## src/rtl/gip_boot_rom_arbiter_pkg.sv

```systemverilog
// Shared definitions for the boot ROM arbiter: per-port response state encoding,
// port identifiers and the burst counter helper.
package gip_boot_rom_arbiter_pkg;

  typedef enum logic [1:0] {
    ST_IDLE    = 2'd0,
    ST_PENDING = 2'd1,
    ST_HELD    = 2'd2
  } port_state_t;

  localparam logic PORT_F = 1'b0;
  localparam logic PORT_D = 1'b1;

  localparam int BURST_W = 4;

  function automatic logic [BURST_W-1:0] sat_inc(input logic [BURST_W-1:0] v);
    return (v == {BURST_W{1'b1}}) ? v : v + BURST_W'(1);
  endfunction

endpackage

```

## src/rtl/gip_boot_rom_resp_port.sv

```systemverilog
// One requester's response side: tracks the outstanding ROM read, captures data
// into a hold register when the consumer stalls, and reports grant eligibility.
module gip_boot_rom_resp_port
  import gip_boot_rom_arbiter_pkg::*;
#(
  parameter int DATA_WIDTH = 32
) (
  input  logic                  i_clk,
  input  logic                  i_rst,
  input  logic                  i_req,
  input  logic                  i_grant,
  input  logic                  i_resp_ready,
  input  logic [DATA_WIDTH-1:0] i_rom_read_data,
  output logic                  o_eligible,
  output logic                  o_resp_valid,
  output logic [DATA_WIDTH-1:0] o_resp_data,
  output port_state_t           o_state
);

  port_state_t           r_state;
  port_state_t           w_state_nxt;
  logic [DATA_WIDTH-1:0] r_hold;

  always_ff @(posedge i_clk or posedge i_rst) begin
    if (i_rst) begin
      r_state <= ST_IDLE;
    end else begin
      r_state <= w_state_nxt;
    end
  end

  // ROM output only lives for one cycle, so a stalled PENDING response is latched here.
  always_ff @(posedge i_clk or posedge i_rst) begin
    if (i_rst) begin
      r_hold <= '0;
    end else if (r_state == ST_PENDING && !i_resp_ready) begin
      r_hold <= i_rom_read_data;
    end
  end

  always_comb begin
    w_state_nxt = r_state;
    if (i_grant) begin
      w_state_nxt = ST_PENDING;
    end else begin
      case (r_state)
        ST_PENDING: w_state_nxt = i_resp_ready ? ST_IDLE : ST_HELD;
        ST_HELD:    w_state_nxt = i_resp_ready ? ST_IDLE : ST_HELD;
        default:    w_state_nxt = ST_IDLE;
      endcase
    end
  end

  assign o_resp_valid = (r_state == ST_PENDING) || (r_state == ST_HELD);
  assign o_resp_data  = (r_state == ST_HELD) ? r_hold : i_rom_read_data;
  assign o_eligible   = i_req && !(o_resp_valid && !i_resp_ready);
  assign o_state      = r_state;

endmodule

```

## src/rtl/gip_boot_rom_arbiter.sv

```systemverilog
// Arbitrates the single-ported synchronous boot ROM between instruction fetch (F)
// and data load (D), returning one-cycle-latency read data per port.
module gip_boot_rom_arbiter
  import gip_boot_rom_arbiter_pkg::*;
#(
  parameter int ADDR_WIDTH      = 12,
  parameter int DATA_WIDTH      = 32,
  parameter int PRIORITY_FIXED  = 0,
  parameter int FETCH_BURST_MAX = 4
) (
  input  logic                  rom_clock,
  input  logic                  rom_reset,
  input  logic                  fetch_req,
  input  logic [ADDR_WIDTH-1:0] fetch_address,
  output logic                  fetch_ack,
  output logic                  fetch_resp_valid,
  input  logic                  fetch_resp_ready,
  output logic [DATA_WIDTH-1:0] fetch_resp_data,
  input  logic                  data_req,
  input  logic [ADDR_WIDTH-1:0] data_address,
  output logic                  data_ack,
  output logic                  data_resp_valid,
  input  logic                  data_resp_ready,
  output logic [DATA_WIDTH-1:0] data_resp_data,
  output logic [ADDR_WIDTH-1:0] rom_address,
  output logic                  rom_read,
  input  logic [DATA_WIDTH-1:0] rom_read_data,
  output port_state_t           o_fetch_state,
  output port_state_t           o_data_state
);

  localparam logic [BURST_W-1:0] LP_BURST_MAX = BURST_W'(FETCH_BURST_MAX);

  logic                  w_f_elig;
  logic                  w_d_elig;
  logic                  w_grant_f;
  logic                  w_grant_d;
  logic                  w_burst_block;
  logic                  r_last_grant;
  logic [BURST_W-1:0]    r_burst_count;
  logic [ADDR_WIDTH-1:0] r_last_address;

  // Handshakes: a request transfers when req && ack in the same cycle (ack is the
  // combinational grant); a response transfers when resp_valid && resp_ready.
  always_comb begin
    w_grant_f     = 1'b0;
    w_grant_d     = 1'b0;
    w_burst_block = (LP_BURST_MAX != '0) && (r_burst_count == LP_BURST_MAX) && w_d_elig;
    if (PRIORITY_FIXED != 0) begin
      if (w_f_elig && !w_burst_block) begin
        w_grant_f = 1'b1;
      end else if (w_d_elig) begin
        w_grant_d = 1'b1;
      end
    end else if (w_f_elig && w_d_elig) begin
      w_grant_f = (r_last_grant == PORT_D);
      w_grant_d = (r_last_grant == PORT_F);
    end else begin
      w_grant_f = w_f_elig;
      w_grant_d = w_d_elig;
    end
    if (rom_reset) begin
      w_grant_f = 1'b0;
      w_grant_d = 1'b0;
    end
  end

  assign fetch_ack   = w_grant_f;
  assign data_ack    = w_grant_d;
  assign rom_read    = w_grant_f || w_grant_d;
  assign rom_address = w_grant_f ? fetch_address :
                       w_grant_d ? data_address  : r_last_address;

  always_ff @(posedge rom_clock or posedge rom_reset) begin
    if (rom_reset) begin
      r_last_grant   <= PORT_D;
      r_last_address <= '0;
      r_burst_count  <= '0;
    end else begin
      if (w_grant_f) begin
        r_last_grant   <= PORT_F;
        r_last_address <= fetch_address;
      end else if (w_grant_d) begin
        r_last_grant   <= PORT_D;
        r_last_address <= data_address;
      end
      // Counts fetch grants only while D is actually being held off.
      if (w_grant_d || !w_d_elig) begin
        r_burst_count <= '0;
      end else if (w_grant_f) begin
        r_burst_count <= sat_inc(r_burst_count);
      end
    end
  end

  gip_boot_rom_resp_port #(.DATA_WIDTH(DATA_WIDTH)) u_fetch_port (
    .i_clk           (rom_clock),
    .i_rst           (rom_reset),
    .i_req           (fetch_req),
    .i_grant         (w_grant_f),
    .i_resp_ready    (fetch_resp_ready),
    .i_rom_read_data (rom_read_data),
    .o_eligible      (w_f_elig),
    .o_resp_valid    (fetch_resp_valid),
    .o_resp_data     (fetch_resp_data),
    .o_state         (o_fetch_state)
  );

  gip_boot_rom_resp_port #(.DATA_WIDTH(DATA_WIDTH)) u_data_port (
    .i_clk           (rom_clock),
    .i_rst           (rom_reset),
    .i_req           (data_req),
    .i_grant         (w_grant_d),
    .i_resp_ready    (data_resp_ready),
    .i_rom_read_data (rom_read_data),
    .o_eligible      (w_d_elig),
    .o_resp_valid    (data_resp_valid),
    .o_resp_data     (data_resp_data),
    .o_state         (o_data_state)
  );

endmodule

```

## config.mk

```make
export PLATFORM = sky130hd
export DESIGN_NAME = gip_boot_rom_arbiter
export DESIGN_NICKNAME = d
export VERILOG_FILES = /design/src/rtl/gip_boot_rom_arbiter_pkg.sv /design/src/rtl/gip_boot_rom_resp_port.sv /design/src/rtl/gip_boot_rom_arbiter.sv
export SDC_FILE = /design/constraint.sdc
export NUM_CORES = 1
export LEC_CHECK = 0
export ABC_AREA = 1
export CAP_MARGIN = 20
export CORE_MARGIN = 2
export CORE_UTILIZATION = 49
export CTS_BUF_LIST = sky130_fd_sc_hd__clkbuf_4
export DETAILED_ROUTE_END_ITERATION = 8
export PLACE_DENSITY = 0.87
export SLEW_MARGIN = 25
export SYNTH_ARGS = -nofsm -noshare
export SYNTH_HDL_FRONTEND = slang
export SYNTH_SLANG_ARGS = --single-unit
export TNS_END_PERCENT = 5
```

## constraint.sdc

```tcl
create_clock -name rom_clock -period 3.8 [get_ports rom_clock]
set_clock_uncertainty 0.15 [all_clocks]
set_input_delay 0.57 -clock rom_clock [delete_from_list [all_inputs] [get_ports rom_clock]]
set_output_delay 0.57 -clock rom_clock [all_outputs]
set_load 0.02 [all_outputs]
```

Word-level counts from Yosys, hierarchy flattened --
Index checks and enable logic that the tools add are counted.
Storage, ports and cells: output and inout port bits 85, flip-flop bits (word level) 81
Operators by class: mux-type cells 16, reduce and logical (&&, ||, !) cells 17, eq/ne operators 4, bitwise gates (word level) 1
Operators by type and width (number):
- $mux W32 | 2
- $mux W12 | 2
- $mux W2 | 6
- $logic_and A1 B1 Y1 | 7
- $mux W1 | 6
- $eq A2 B1 Y1 const B | 2
- $eq A2 B2 Y1 const B | 2
- $logic_not A1 Y1 | 4
- $reduce_or A2 Y1 | 2
- $logic_or A1 B1 Y1 | 3
- $reduce_bool A2 Y1 | 1
- $not A1 Y1 | 1

Longest topological paths before layout --
Gate-level depths: netlist of run 1.
depth after elaboration 10, gate-level depth with buffers 11

Hierarchy --
A second synthesis of run 1 with hierarchy kept.
Second synthesis, totals: cell total of the unflattened synthesis 621, area, all modules 4486.8 um^2
Modules (own cells, without submodules):
- gip_boot_rom_resp_port | sequential area each 850.8 um^2, instances 2, cells each 253, area an instance 1843.0 um^2
- gip_boot_rom_arbiter | sequential area each 326.6 um^2, instances 1, cells each 115, area an instance 800.8 um^2

Worst setup path after synthesis of run 1 --
OpenSTA, ideal clock, no wires.
kind register -> output, start reg u_fetch_port.r_state[0] (netlist: u_fetch_port.o_state[0]), end out rom_address[10], slack 1.358 ns, arrival 1.722 ns, stages on the path, launching flop included 11, cell sequence dfrtp_1 > inv_1 > ha_1 > inv_1 > nand2_1 > nand3_1 > nand2_2 > buf_6 > nand2_1 > nand3_1 > nand2_1
Between the ends: cells in the longest elaborated chain, start to end 10, elaborated cells between the ends (all ways) 13, classes of those cells eq/ne: 2; mux: 6; reduce/logical: 5
Ends and longest elaborated chain:
- start, declared | RTL line gip_boot_rom_resp_port.sv:20 | port_state_t r_state;
- start signal, assigned | RTL line gip_boot_rom_resp_port.sv:28 | r_state <= w_state_nxt;
- $eq A2 B1 Y1 or $eq A2 B2 Y1 (tied branches) | RTL line gip_boot_rom_resp_port.sv:54 | assign o_resp_valid = (r_state == ST_PENDING) || (r_state == ST_HELD);
- $logic_or A1 B1 Y1 * | RTL line gip_boot_rom_resp_port.sv:54
- via fetch_resp_valid | RTL line gip_boot_rom_arbiter.sv:16 | output logic fetch_resp_valid,
- $logic_and A1 B1 Y1 * | RTL line gip_boot_rom_resp_port.sv:56 | assign o_eligible = i_req && !(o_resp_valid && !i_resp_ready);
- $logic_not A1 Y1 * | RTL line gip_boot_rom_resp_port.sv:56
- $logic_and A1 B1 Y1 * | RTL line gip_boot_rom_resp_port.sv:56
- $logic_and A1 B1 Y1 | RTL line gip_boot_rom_arbiter.sv:55 | end else if (w_f_elig && w_d_elig) begin
- $mux W1 | RTL line gip_boot_rom_arbiter.sv:55
- $mux W1 | RTL line gip_boot_rom_arbiter.sv:62 | if (rom_reset) begin
- $mux W12
- $mux W12 *
- end, declared | RTL line gip_boot_rom_arbiter.sv:25 | output logic [ADDR_WIDTH-1:0] rom_address,
The timed path passes the listed nets; every way through them passes the cells marked *.

Worst setup path in the final report of run 1 --
start reg u_fetch_port.r_state[0] (netlist: u_fetch_port.o_state[0]), end out rom_address[10]
Between the ends: cells in the longest elaborated chain, start to end 10, elaborated cells between the ends (all ways) 13, classes of those cells eq/ne: 2; mux: 6; reduce/logical: 5
Ends and longest elaborated chain (RTL line):
- $eq A2 B1 Y1 or $eq A2 B2 Y1 (tied branches) | gip_boot_rom_resp_port.sv:54
- $logic_or A1 B1 Y1 * | gip_boot_rom_resp_port.sv:54
- $logic_and A1 B1 Y1 * | gip_boot_rom_resp_port.sv:56
- $logic_not A1 Y1 * | gip_boot_rom_resp_port.sv:56
- $logic_and A1 B1 Y1 * | gip_boot_rom_resp_port.sv:56
- $logic_and A1 B1 Y1 | gip_boot_rom_arbiter.sv:55
- $mux W1 | gip_boot_rom_arbiter.sv:55
- $mux W1 | gip_boot_rom_arbiter.sv:62
- $mux W12
- $mux W12 *
Mark *: on every way between the ends. The rest lies on a longest branch, timed or not.

==> results of run 1 <==
-- cell usage after synthesis --
master and count:
sky130_fd_sc_hd__buf_2 11, sky130_fd_sc_hd__buf_6 2, sky130_fd_sc_hd__clkbuf_1 18, sky130_fd_sc_hd__clkinv_2 1, sky130_fd_sc_hd__dfrtp_1 80, sky130_fd_sc_hd__dfstp_2 1
sky130_fd_sc_hd__ha_1 4, sky130_fd_sc_hd__inv_1 68, sky130_fd_sc_hd__inv_2 1, sky130_fd_sc_hd__nand2_1 170, sky130_fd_sc_hd__nand2_2 2, sky130_fd_sc_hd__nand3_1 25
sky130_fd_sc_hd__nor2_1 2, sky130_fd_sc_hd__nor2_2 1, sky130_fd_sc_hd__nor3_4 1, sky130_fd_sc_hd__o21ai_0 129
-- per-stage QoR --
| step | instances | total power, W | instance area [um^2] | util [%] | setup slack [ns] |
|---|---|---|---|---|---|
| after floorplan | 516 | 0.00189 | 3940 | - | 1.00 |
| after global placement | 738 | 0.00232 | 5460 | 70.2 | 0.611 |
| after detailed placement | 738 | 0.00238 | 5460 | 70.2 | 0.505 |
| after CTS | 753 | 0.00299 | 5630 | 72.5 | 0.347 |
| after global routing | 753 | 0.00317 | 5640 | 72.6 | 0.146 |
| final | 753 | 0.00297 | 5640 | 72.6 | 0.366 |
-- how the worst max path moves through the flow --
stage / to / from / slack [ns]
after floorplan: r_last_address[0]$_DFF_PP0_ / rom_reset / 1.00
after global placement: rom_address[6] / fetch_resp_ready / 0.61
after detailed placement: rom_address[6] / data_resp_ready / 0.50
after CTS: rom_address[10] / u_fetch_port.o_state[0]$_DFF_PP0_ / 0.35
after global routing: rom_address[9] / u_fetch_port.o_state[0]$_DFF_PP0_ / 0.15
final: rom_address[10] / u_fetch_port.o_state[0]$_DFF_PP0_ / 0.37
-- worst register-to-register path: stages, from the launching register on --
cell                       delay (ns)
sky130_fd_sc_hd__dfrtp_1         0.42
sky130_fd_sc_hd__inv_1           0.07
sky130_fd_sc_hd__ha_2            0.26
sky130_fd_sc_hd__inv_1           0.08
sky130_fd_sc_hd__nand2_1         0.08
sky130_fd_sc_hd__nand2_1         0.07
sky130_fd_sc_hd__nor2_1          0.04
sky130_fd_sc_hd__nand2_2         0.23
sky130_fd_sc_hd__clkinv_2        0.27
sky130_fd_sc_hd__nand2_1         0.13
sky130_fd_sc_hd__nand2_1         0.08
-- layer usage --
layer | part of all wire (%) | vias to the layer above | GRT usage, %
li1 | - | 1882 | -
met1 | 42 | 1750 | 31.2
met2 | 48 | 164 | 39.6
met3 | 7.4 | 27 | 5.14
met4 | 2.4 | 0 | 9.42
met5 | 0 | - | 0
-- power by group through the flow --
stage	Sequential [W]	Clock (W)	Combinational, W
after global routing	0.00132	0.000661	0.00118
after detailed placement	0.00131	0	0.00107
after CTS	0.00129	0.000622	0.00108
final	0.00129	0.000612	0.00107
after global placement	0.00129	0	0.00103
after floorplan	0.00128	0	0.000617
-- kinds of logic (layout without fill, tap and decap cells) --
kind of cell,count (synthesis),after routing
flip-flops,81,81
adder cells (fa/ha/maj),4,4
AND/OR/NAND/NOR,201,201
buffers and inverters,101,236
AO/OA/AOI/OAI,129,129
-- state kept, by name, summed over array words and instances (netlist names) --
register,cells
r_last_address,12
r_last_grant,1
u_fetch_port.r_hold,32
u_fetch_port.o_state,2
u_data_port.o_state,2
u_data_port.r_hold,32
-- layout by cell type, fill, tap and decap left out --
cell type | netlist | routed
sky130_fd_sc_hd__o21ai_0 | 129 | 129
sky130_fd_sc_hd__buf_12 | 0 | 2
sky130_fd_sc_hd__nor3_4 | 1 | 1
sky130_fd_sc_hd__bufinv_16 | 0 | 3
sky130_fd_sc_hd__buf_4 | 0 | 3
sky130_fd_sc_hd__clkdlybuf4s50_1 | 0 | 146
sky130_fd_sc_hd__nand2_1 | 170 | 168
sky130_fd_sc_hd__inv_1 | 68 | 67
sky130_fd_sc_hd__inv_2 | 1 | 1
sky130_fd_sc_hd__clkbuf_4 | 0 | 9
sky130_fd_sc_hd__inv_4 | 0 | 1
sky130_fd_sc_hd__clkinv_1 | 0 | 1
sky130_fd_sc_hd__nor2_1 | 2 | 2
sky130_fd_sc_hd__dfrtp_1 | 80 | 80
sky130_fd_sc_hd__ha_1 | 4 | 2
sky130_fd_sc_hd__ha_2 | 0 | 2
sky130_fd_sc_hd__nand2_4 | 0 | 2
sky130_fd_sc_hd__clkinv_2 | 1 | 2
sky130_fd_sc_hd__dfstp_2 | 1 | 1
sky130_fd_sc_hd__nor2_2 | 1 | 1
sky130_fd_sc_hd__clkinv_4 | 0 | 1
sky130_fd_sc_hd__nand2_2 | 2 | 2
sky130_fd_sc_hd__nand3_1 | 25 | 25
-- final cells by class --
cell class | count | share of cell area (%)
Multi-Input combinational cell | 334 | 27.0
Tap cell | 102 | 2.26
Clock buffer | 9 | 1.20
Inverter | 70 | 4.72
Clock inverter | 6 | 1.91
Sequential cell | 81 | 35.9
Timing Repair Buffer | 151 | 27.0
==> impl_results.md, run 1 <==
* Share of total power in combinational logic at between 30% and 40%
* Hold bufs inserted after CTS at 0
* Main combinational cell family by area after synthesis: simple AND/OR/NAND/NOR gates
* Crit start category: flip-flop
* Hold path startpoint: u_fetch_port.r_hold[3]$_DFFE_PP0P_
* Final weighted congestion in routability-driven placement at around 0.8
* Net count after synthesis at roughly 580
* Final setup violating endpoints at 0
* Normalized max-slew margin at 52.2%
* Layout filler cell count at slightly below 600
* R2R cell count at 10
* Final HPWL from detailed placement at ~7500 um
* Clock period minus worst slack at roughly 3.4 ns
* Total grt overflow at 0
* Number of search-and-repair iterations in the first detailed-routing pass at 4
* Row count at 32
* Cell variety after synth at 16
* Area fraction in and, or, nand and nor cells after synthesis at roughly a fifth
* Internal power component at ~0.0020 W
* Vertical die dimension at 93.7 um
* Nature of the critical path endpoint: output pin
* Sink Count at a little over 80
* Post-synthesis instance area at a little under 4000 um^2
* Proportion of power drawn by flip-flops and latches at 43.5%
* Relative area change from synthesis to final layout at 43.3%
* Worst-path cell chain: inv_1, ha_2, inv_1, nand2_1, nand3_1, buf_4, nand2_2, nand2_1, nand3_1, nand2_1, clkdlybuf4s50_1
* Multiplexer share of the synthesized area at 0%
* CORE AREA at just under 8000 um^2
* Biggest area contributors in the synthesized netlist: sky130_fd_sc_hd__dfrtp_1 (51%), sky130_fd_sc_hd__o21ai_0 (16%), sky130_fd_sc_hd__nand2_1 (16%), sky130_fd_sc_hd__inv_1 (6.5%), sky130_fd_sc_hd__nand3_1 (3.2%)
* Power per cell area at approximately 530 nW/um^2
* Hold Crit Class: reg2reg
* Routed wire per std cell at 13.6 um
* Count of buffers from port buffering at about 150
* CTS tree: done
* Start of the worst register-to-register path: u_fetch_port.o_state[0]$_DFF_PP0_
* DRC violation count after routing at 0
* Area fraction in compound gates after synthesis at approximately 16%
* Required time worst endpoint at between 3 and 4 ns
* Post-synthesis adder-cell area fraction at 1.27%
* Register area share after synthesis at 51.5%
* Initial antenna violation count at 0
* Data arrival time of the worst path at about 2.7 ns
* CP max stage cell: sky130_fd_sc_hd__clkdlybuf4s50_1
* Vias/cell at slightly above 5
* Post-synthesis cell type with the largest combined area: sky130_fd_sc_hd__dfrtp_1
* Residual antenna-violating net count after detailed routing at 0
* Number of global-route vias before repair at about 3.7k
* Area share of xor/xnor cells in the synthesized design at 0%
* Max cap viols at 0
* Clock buffers created by TritonCTS at 9
* Final TNS setup at 0 ns
* Longest Clk Path Bufs at 2
* Number of nets in the layout at around 710
* Maximum number of pins on one net before global-route repair at between 60 and 70
* Worst path max stage delay at 0.60 ns
* Worst slew pin tran at 0.717 ns
* Global-route wire length before repair at ~17,000 um
* Number of cells traversed by the worst hold path at 2
* CTS clk-pin slew, worst paths at 0.12 ns
* Ys Warns at 0
* Global-route usage over all layers at 24.0%
* Final Routed Wirelength at 10,300 um
* Critical register-to-register path endpoint: r_last_address[6]$_DFF_PP0_
* WHS at approximately 0.35 ns
* Final hold violation count at 0
* Post-CTS resize count at 0
* Share of power burned in the clock network at 20.6%
* Vias post-DR at roughly 3.8k
* R2R Setup Slk at 1.81 ns
* Unrepaired setup endpoints after global routing: no
* Type of the setup path with the least slack: reg2out
* Area taken by multi-input logic gates at about 1500 um^2
* DR iter-0 viols at between 150 and 200
* Top Family by Delay on Critical Path: buffers and inverters
* Run status: completed
* Root Buffer: sky130_fd_sc_hd__clkbuf_4
* Top fanout value on the critical path at 15
* Die W at between 90 and 100 um
* Number of buffers inserted by post-CTS setup repair at 0
* Number of H-tree levels at 3
* Worst vdd rail ir drop at about 0.37 mV
* Number of top-level design ports at approximately 150
* Antenna diode count at 0
* Buffer and inverter count on the worst path at 4
* Share of final-layout standard cells stronger than drive strength 1 at about 4.8%
* Gate Count Post-Synth at 516
* Portion of the clock cycle consumed by the worst path in the final layout at between 90% and 100%
* Mean Syn Cell Area at ~7.6 um^2
* Final Max Slew Viols at 0
* Critical Path Stages at 11
* Die Outline Area at ~9000 um^2
* Seq cells post-synth at 81
* Leak Pwr at ~2.7 nW
* Effective utilization at floorplan at about half
* Share of the synthesized area in the top cell type at around 51%
* WHS Endpoint: u_fetch_port.r_hold[3]$_DFFE_PP0P_
* Achievable frequency at just under 300 MHz
* Clock network latency to the later pin of the worst-skew pair at 0.40 ns
* Switching Share at between 30% and 40%
* Switching power summed over all nets at just over 0.001 W
* Flip-flop and latch area at between 2000 and 2500 um^2
* Most used cell along the critical path: sky130_fd_sc_hd__nand2_1
Power figures use the tool's default switching activity.
==> run 2, diff against run 1 <==
CORE_UTILIZATION = 41   (was 49)
PLACE_DENSITY = 0.78   (was 0.87)
clock period = 3 ns   (was 3.8 ns; I/O delays follow)
==> impl_results.md, run 2 (synthesis gave the netlist of run 1 again) <==
* Setup WS post-layout at approximately 0.11 ns
* Number of search-and-repair iterations in the first detailed-routing pass at 4
* Clock buffers created by TritonCTS at 9
* Worst-path cell chain: inv_1, ha_2, inv_1, nand2_1, nand3_2, buf_4, nand3_1, nand3_1, nand2_1, dlygate4sd2_1
* Clock network latency to the later pin of the worst-skew pair at between 0.4 and 0.5 ns
* Number of top-level design ports at 147
* Run status: completed
* Initial antenna violation count at 0
* Maximum number of pins on one net before global-route repair at 44
* Worst slew pin tran at approximately 0.7 ns
* Start of the worst register-to-register path: u_data_port.o_state[0]$_DFF_PP0_
* Vias post-DR at around 3.8k
* Effective utilization at floorplan at a little over two fifths
* Worst path max stage delay at 0.40 ns
* Final weighted congestion in routability-driven placement at between 0.7 and 0.8
* Number of global-route vias before repair at 3,722
* Post-placement worst setup slack at -0.0355 ns
* Final hold violation count at 0
* Residual antenna-violating net count after detailed routing at 0
* Area taken by multi-input logic gates at between 1500 and 2000 um^2
* Power per cell area at 645 nW/um^2
* CORE AREA at 9280 um^2
* Final HPWL from detailed placement at 7680 um
* Layout filler cell count at between 800 and 900
* Number of cells traversed by the worst hold path at 2
* Hold Crit Class: reg2reg
* Final setup violating endpoints at 0
* Relative area change from synthesis to final layout at 44.2%
* WHS Endpoint: u_fetch_port.r_hold[28]$_DFFE_PP0P_
* Clock period minus worst slack at slightly below 3 ns
* DRC violation count after routing at 0
* Flip-flop and latch area at 2030 um^2
* Routed wire per std cell at around 13 um
* CP max stage cell: sky130_fd_sc_hd__dfrtp_1
* Global-route usage over all layers at slightly above 20%
* R2R cell count at 8
* Number of nets in the layout at 718
* Top fanout value on the critical path at 8
* Unrepaired setup endpoints after global routing: yes
* Top Family by Delay on Critical Path: buffers and inverters
* Normalized max-slew margin at a little over half
* Leak Pwr at around 2.7 nW
* Final Max Slew Viols at 0
* Hold path startpoint: u_fetch_port.r_hold[28]$_DFFE_PP0P_
* Global-route wire length before repair at 16,800 um
* Post-layout power at between 0.003 and 0.004 W
* Vias/cell at approximately 4.8
* Share of total power in combinational logic at 35.6%
* Nature of the critical path endpoint: output pin
* Internal power component at 0.00238 W
* Die W at between 100 and 150 um
* Share of power burned in the clock network at slightly below 20%
* R2R Setup Slk at roughly 1.2 ns
* Count of buffers from port buffering at 146
* Crit start category: flip-flop
* Sink Count at approximately 80
* Largest regs: u_data_port.r_hold (32), u_fetch_port.r_hold (32), r_last_address (12)
* Total grt overflow at 0
* CTS clk-pin slew, worst paths at 0.12 ns
* Type of the setup path with the least slack: reg2out
* Longest Clk Path Bufs at 2
* Switching power summed over all nets at 0.00128 W
* Final Routed Wirelength at between 10,000 and 15,000 um
* Switching Share at 35.0%
* Number of H-tree levels at 3
* Share of final-layout standard cells stronger than drive strength 1 at roughly 7%
* Vertical die dimension at approximately 100 um
* Commonest cells after routing, fill and taps aside: sky130_fd_sc_hd__nand2_1 (168), sky130_fd_sc_hd__clkdlybuf4s50_1 (131), sky130_fd_sc_hd__o21ai_0 (129), sky130_fd_sc_hd__dfrtp_1 (80), sky130_fd_sc_hd__inv_1 (67)
* Row count at 35
* Portion of the clock cycle consumed by the worst path in the final layout at approximately 96%
* Root Buffer: sky130_fd_sc_hd__clkbuf_4
* Required time worst endpoint at approximately 2.4 ns
* Antenna diode count at 0
* Achievable frequency at ~350 MHz
* Proportion of power drawn by flip-flops and latches at around 45%
* DR iter-0 viols at around 120
* Data arrival time of the worst path at 2.29 ns
* CTS tree: done
* Most common cell after layout, fill and taps aside: sky130_fd_sc_hd__nand2_1
* Worst vdd rail ir drop at 0.355 mV
* Die Outline Area at about 10,000 um^2
* Critical register-to-register path endpoint: r_last_address[9]$_DFF_PP0_
* Max cap viols at 0
* Buffer and inverter count on the worst path at 4
==> run 2: worst register-to-register path: stages (launching register included) <==
cell,delay [ns]
sky130_fd_sc_hd__dfrtp_1,0.40
sky130_fd_sc_hd__inv_1,0.06
sky130_fd_sc_hd__ha_2,0.33
sky130_fd_sc_hd__nor2_2,0.06
sky130_fd_sc_hd__nor3_4,0.25
sky130_fd_sc_hd__buf_4,0.23
sky130_fd_sc_hd__nand3_1,0.08
sky130_fd_sc_hd__nand3_1,0.09
sky130_fd_sc_hd__nand2_1,0.07
==> run 2: metrics by stage <==
| stage | hold WS [ns] | cell area, um^2 | util (%) | setup TNS (ns) | std cells |
|---|---|---|---|---|---|
| 6_report | 0.349 | 5680 | 61.2 | 0 | 786 |
| 3_5_place_dp | 0.324 | 5540 | 59.7 | -0.0757 | 770 |
| 2_1_floorplan | 0.303 | 3940 | - | 0 | 516 |
| 3_3_place_gp | 0.317 | 5540 | 59.7 | 0 | 770 |
| 4_1_cts | 0.353 | 5700 | 61.3 | -0.189 | 786 |
| 5_1_grt | 0.377 | 5680 | 61.2 | -0.144 | 786 |
==> run 2: how the worst max path moves through the flow <==
| stage | start | to | slack, ns | depth (start not counted) |
|---|---|---|---|---|
| 2_1_floorplan | rom_reset | r_last_address[0]$_DFF_PP0_ | 0.32 | 1 |
| 3_3_place_gp | fetch_resp_ready | rom_address[6] | 0.07 | 9 |
| 3_5_place_dp | data_req | rom_address[5] | -0.04 | 8 |
| 4_1_cts | u_data_port.o_state[0]$_DFF_PP0_ | rom_address[2] | -0.19 | 9 |
| 5_1_grt | u_data_port.o_state[0]$_DFF_PP0_ | rom_address[6] | -0.08 | 9 |
| 6_report | u_fetch_port.o_state[0]$_DFF_PP0_ | rom_address[6] | 0.11 | 10 |
==> run 2: power by group through the flow <==
stage | logic (W) | clock network, W | registers, W
floorplan | 0.000781 | 0 | 0.00162
global placement | 0.00131 | 0 | 0.00163
detailed placement | 0.00135 | 0 | 0.00165
CTS | 0.00133 | 0.000743 | 0.00163
global route | 0.00146 | 0.000795 | 0.00168
finish | 0.00130 | 0.000721 | 0.00164
==> run 2: layout make-up <==
cell class | count | share of cell area [%]
flip-flops and latches | 81 | 35.7
repair buffers | 156 | 27.1
multi-input cells | 334 | 26.8
inverters | 70 | 4.69
well taps | 129 | 2.84
clock buffers | 11 | 1.45
clock inverters | 5 | 1.41
==> run 2: layer usage <==
| metal | wire, um | vias to the layer above | global-route usage (%) |
|---|---|---|---|
| li1 | - | 1890 | - |
| met1 | 4140 | 1739 | 23.9 |
| met2 | 5230 | 134 | 36.5 |
| met3 | 795 | 18 | 5.13 |
| met4 | 174 | 0 | 7.38 |
| met5 | 0 | - | 0 |
==> run 2: what timing repair did <==
action	4_1_cts	5_1_grt
gates cloned	0	0
gates resized for setup	16	22
endpoints found under the setup margin	15	30
hold buffers	0	0
setup buffers	0	0
==> run 3, diff against run 2 <==
CORE_ASPECT_RATIO = 0.8   (was not set)
==> impl_results.md, run 3 (synthesis gave the netlist of run 1 again) <==
* Final Max Slew Viols at 0
* Nature of the critical path endpoint: output pin
* CTS clk-pin slew, worst paths at ~0.11 ns
* Antenna diode count at 0
* DR iter-0 viols at just under 300
* Required time worst endpoint at around 2.4 ns
* Number of buffers inserted by post-CTS setup repair at 0
* Top fanout value on the critical path at 36
* Number of nets in the layout at slightly above 700
* Number of cells traversed by the worst hold path at 2
* Vertical die dimension at roughly 92 um
* CP max stage cell: sky130_fd_sc_hd__clkdlybuf4s50_1
* Initial antenna violation count at 0
* Leak Pwr at ~2.7 nW
* Final hold violation count at 0
* Final weighted congestion in routability-driven placement at 0.786
* Hold Crit Class: reg2reg
* Data arrival time of the worst path at ~2.2 ns
* Unrepaired setup endpoints after global routing: yes
* Relative area change from synthesis to final layout at 43.9%
* Sink Count at 81
* Routing layer with the top usage in global route: met2
* Final HPWL from detailed placement at between 7000 and 8000 um
* Clock buffers created by TritonCTS at 9
* Post-layout power at 0.00377 W
* WHS Endpoint: u_fetch_port.r_hold[13]$_DFFE_PP0P_
* Residual antenna-violating net count after detailed routing at 0
* Instance area after placement at 5520 um^2
* Launching instance or port of the critical path: u_fetch_port.o_state[0]$_DFF_PP0_
* Share of final-layout standard cells stronger than drive strength 1 at just over 7%
* Maximum number of pins on one net before global-route repair at 44
* Run status: completed
* Worst path max stage delay at about 0.66 ns
* Met2 layer usage reported by global route at approximately a third
* Longest Clk Path Bufs at 2
* CTS tree: done
* Worst vdd rail ir drop at between 0.3 and 0.4 mV
* Clock period minus worst slack at roughly 2.8 ns
* Crit start category: flip-flop
* Start of the worst register-to-register path: u_data_port.o_state[0]$_DFF_PP0_
* Total grt overflow at 0
* Root Buffer: sky130_fd_sc_hd__clkbuf_4
* Die W at around 110 um
* Effective utilization at floorplan at 42.8%
* Global Route met3 Usage at between 6 and 7%
* Number of H-tree levels at 3
* Vias post-DR at ~3.7k
* Met1 track demand over resource in global routing at about a quarter
* Hold bufs inserted after CTS at 0
* R2R cell count at 9
* Hold path startpoint: u_fetch_port.r_hold[13]$_DFFE_PP0P_
* Largest regs: u_data_port.r_hold (32), u_fetch_port.r_hold (32), r_last_address (12)
* Critical register-to-register path endpoint: r_last_address[9]$_DFF_PP0_
* Vias/cell at approximately 4.8
* Layout filler cell count at approximately 800
* Routed wire per std cell at approximately 13 um
* Post-placement worst setup slack at 0.0954 ns
* Buffer and inverter count on the worst path at 3
* Count of buffers from port buffering at about 150
* Portion of the clock cycle consumed by the worst path in the final layout at 94.6%
* Row count at 31
* Number of global-route vias before repair at 3,479
* Normalized max-slew margin at a little over half
* Type of the setup path with the least slack: reg2out
* Non-Filler Cell Area, Final at approximately 5700 um^2
* Commonest cells after routing, fill and taps aside: sky130_fd_sc_hd__nand2_1 (168), sky130_fd_sc_hd__clkdlybuf4s50_1 (131), sky130_fd_sc_hd__o21ai_0 (129), sky130_fd_sc_hd__dfrtp_1 (80), sky130_fd_sc_hd__inv_1 (67)
* Number of top-level design ports at roughly 150
* Final Routed Wirelength at 9810 um
* Die Outline Area at about 10,000 um^2
* Top Family by Delay on Critical Path: buffers and inverters
* Global-route usage over all layers at ~20%
* Worst slew pin tran at ~0.69 ns
* R2R Setup Slk at 1.21 ns
* Power per cell area at 666 nW/um^2
* Most common cell after layout, fill and taps aside: sky130_fd_sc_hd__nand2_1
* Number of search-and-repair iterations in the first detailed-routing pass at 5
* Final setup violating endpoints at 0
* DRC violation count after routing at 0
* Max cap viols at 0
* Achievable frequency at about 350 MHz
* Setup WS post-layout at ~0.16 ns
* Global-route wire length before repair at about 17,000 um
* Clock network latency to the later pin of the worst-skew pair at about 0.41 ns
* Worst-path cell chain: inv_1, ha_2, buf_4, nand2_1, o21ai_0, clkdlybuf4s50_1
* CORE AREA at 9190 um^2
## run 3: changes by cell type in the layout (fill, tap and decap cells not counted), moves of 2 or more
cell,change
sky130_fd_sc_hd__clkbuf_4,-2
sky130_fd_sc_hd__buf_6,-2
sky130_fd_sc_hd__clkbuf_2,+3
sky130_fd_sc_hd__clkdlybuf4s15_1,-2
sky130_fd_sc_hd__buf_4,+2
sky130_fd_sc_hd__bufinv_16,+2
## run 3: layout make-up
class | count | area [um^2] | share of cell area [%]
multi-input combinational | 334 | 1510 | 26.7
clock buffer | 9 | 67.6 | 1.19
sequential | 81 | 2030 | 35.8
timing repair buffer | 156 | 1520 | 26.8
clock inverter | 6 | 131 | 2.32
tap | 115 | 144 | 2.54
inverter | 70 | 267 | 4.70
## run 3: timing repair
| action | CTS | global route |
|---|---|---|
| resized for setup | 14 | 24 |
| pin swaps | 0 | 0 |
| cloned | 0 | 0 |
| endpoints found under the setup margin | 14 | 13 |
## run 3: report_power, final
part           internal [W]  total (W)  switching, W
clock network      0.000499   0.000857      0.000358
logic              0.000555    0.00128      0.000728
registers           0.00146    0.00163      0.000177
## run 3: worst max-delay path by stage
stage	slack, ns	cells after the start	end
after global placement	0.15	9	rom_address[7]
after floorplan	0.32	1	r_last_address[0]$_DFF_PP0_
after detailed placement	0.1	9	rom_address[1]
after global routing	-0.03	10	rom_address[0]
after CTS	0.02	8	data_ack
final	0.16	6	fetch_resp_data[24]
## run 3: metal layers
metal	wire (um)	share of wire, %
met5	0	0
met3	918	9.4
met2	4660	47
met1	4190	43
met4	46	0.47
## run 3: per-stage QoR
stage                     utilization (%)  cells  TNS (ns)  hold slack (ns)
after floorplan                         -    516         0            0.303
after global placement               60.1    756         0            0.317
after detailed placement             60.1    756         0            0.324
after CTS                            62.1    771         0            0.353
after global routing                 61.6    771   -0.0298            0.372
final                                61.6    771         0            0.350
## run 3: worst register-to-register path, cell delays in order, from the launching register on
cell	delay (ns)
sky130_fd_sc_hd__dfrtp_1	0.42
sky130_fd_sc_hd__inv_1	0.07
sky130_fd_sc_hd__ha_2	0.27
sky130_fd_sc_hd__nor2_2	0.18
sky130_fd_sc_hd__nor2_1	0.06
sky130_fd_sc_hd__nand2_1	0.07
sky130_fd_sc_hd__nand2_2	0.10
sky130_fd_sc_hd__buf_4	0.19
sky130_fd_sc_hd__nand3_1	0.11
sky130_fd_sc_hd__nand2_1	0.07
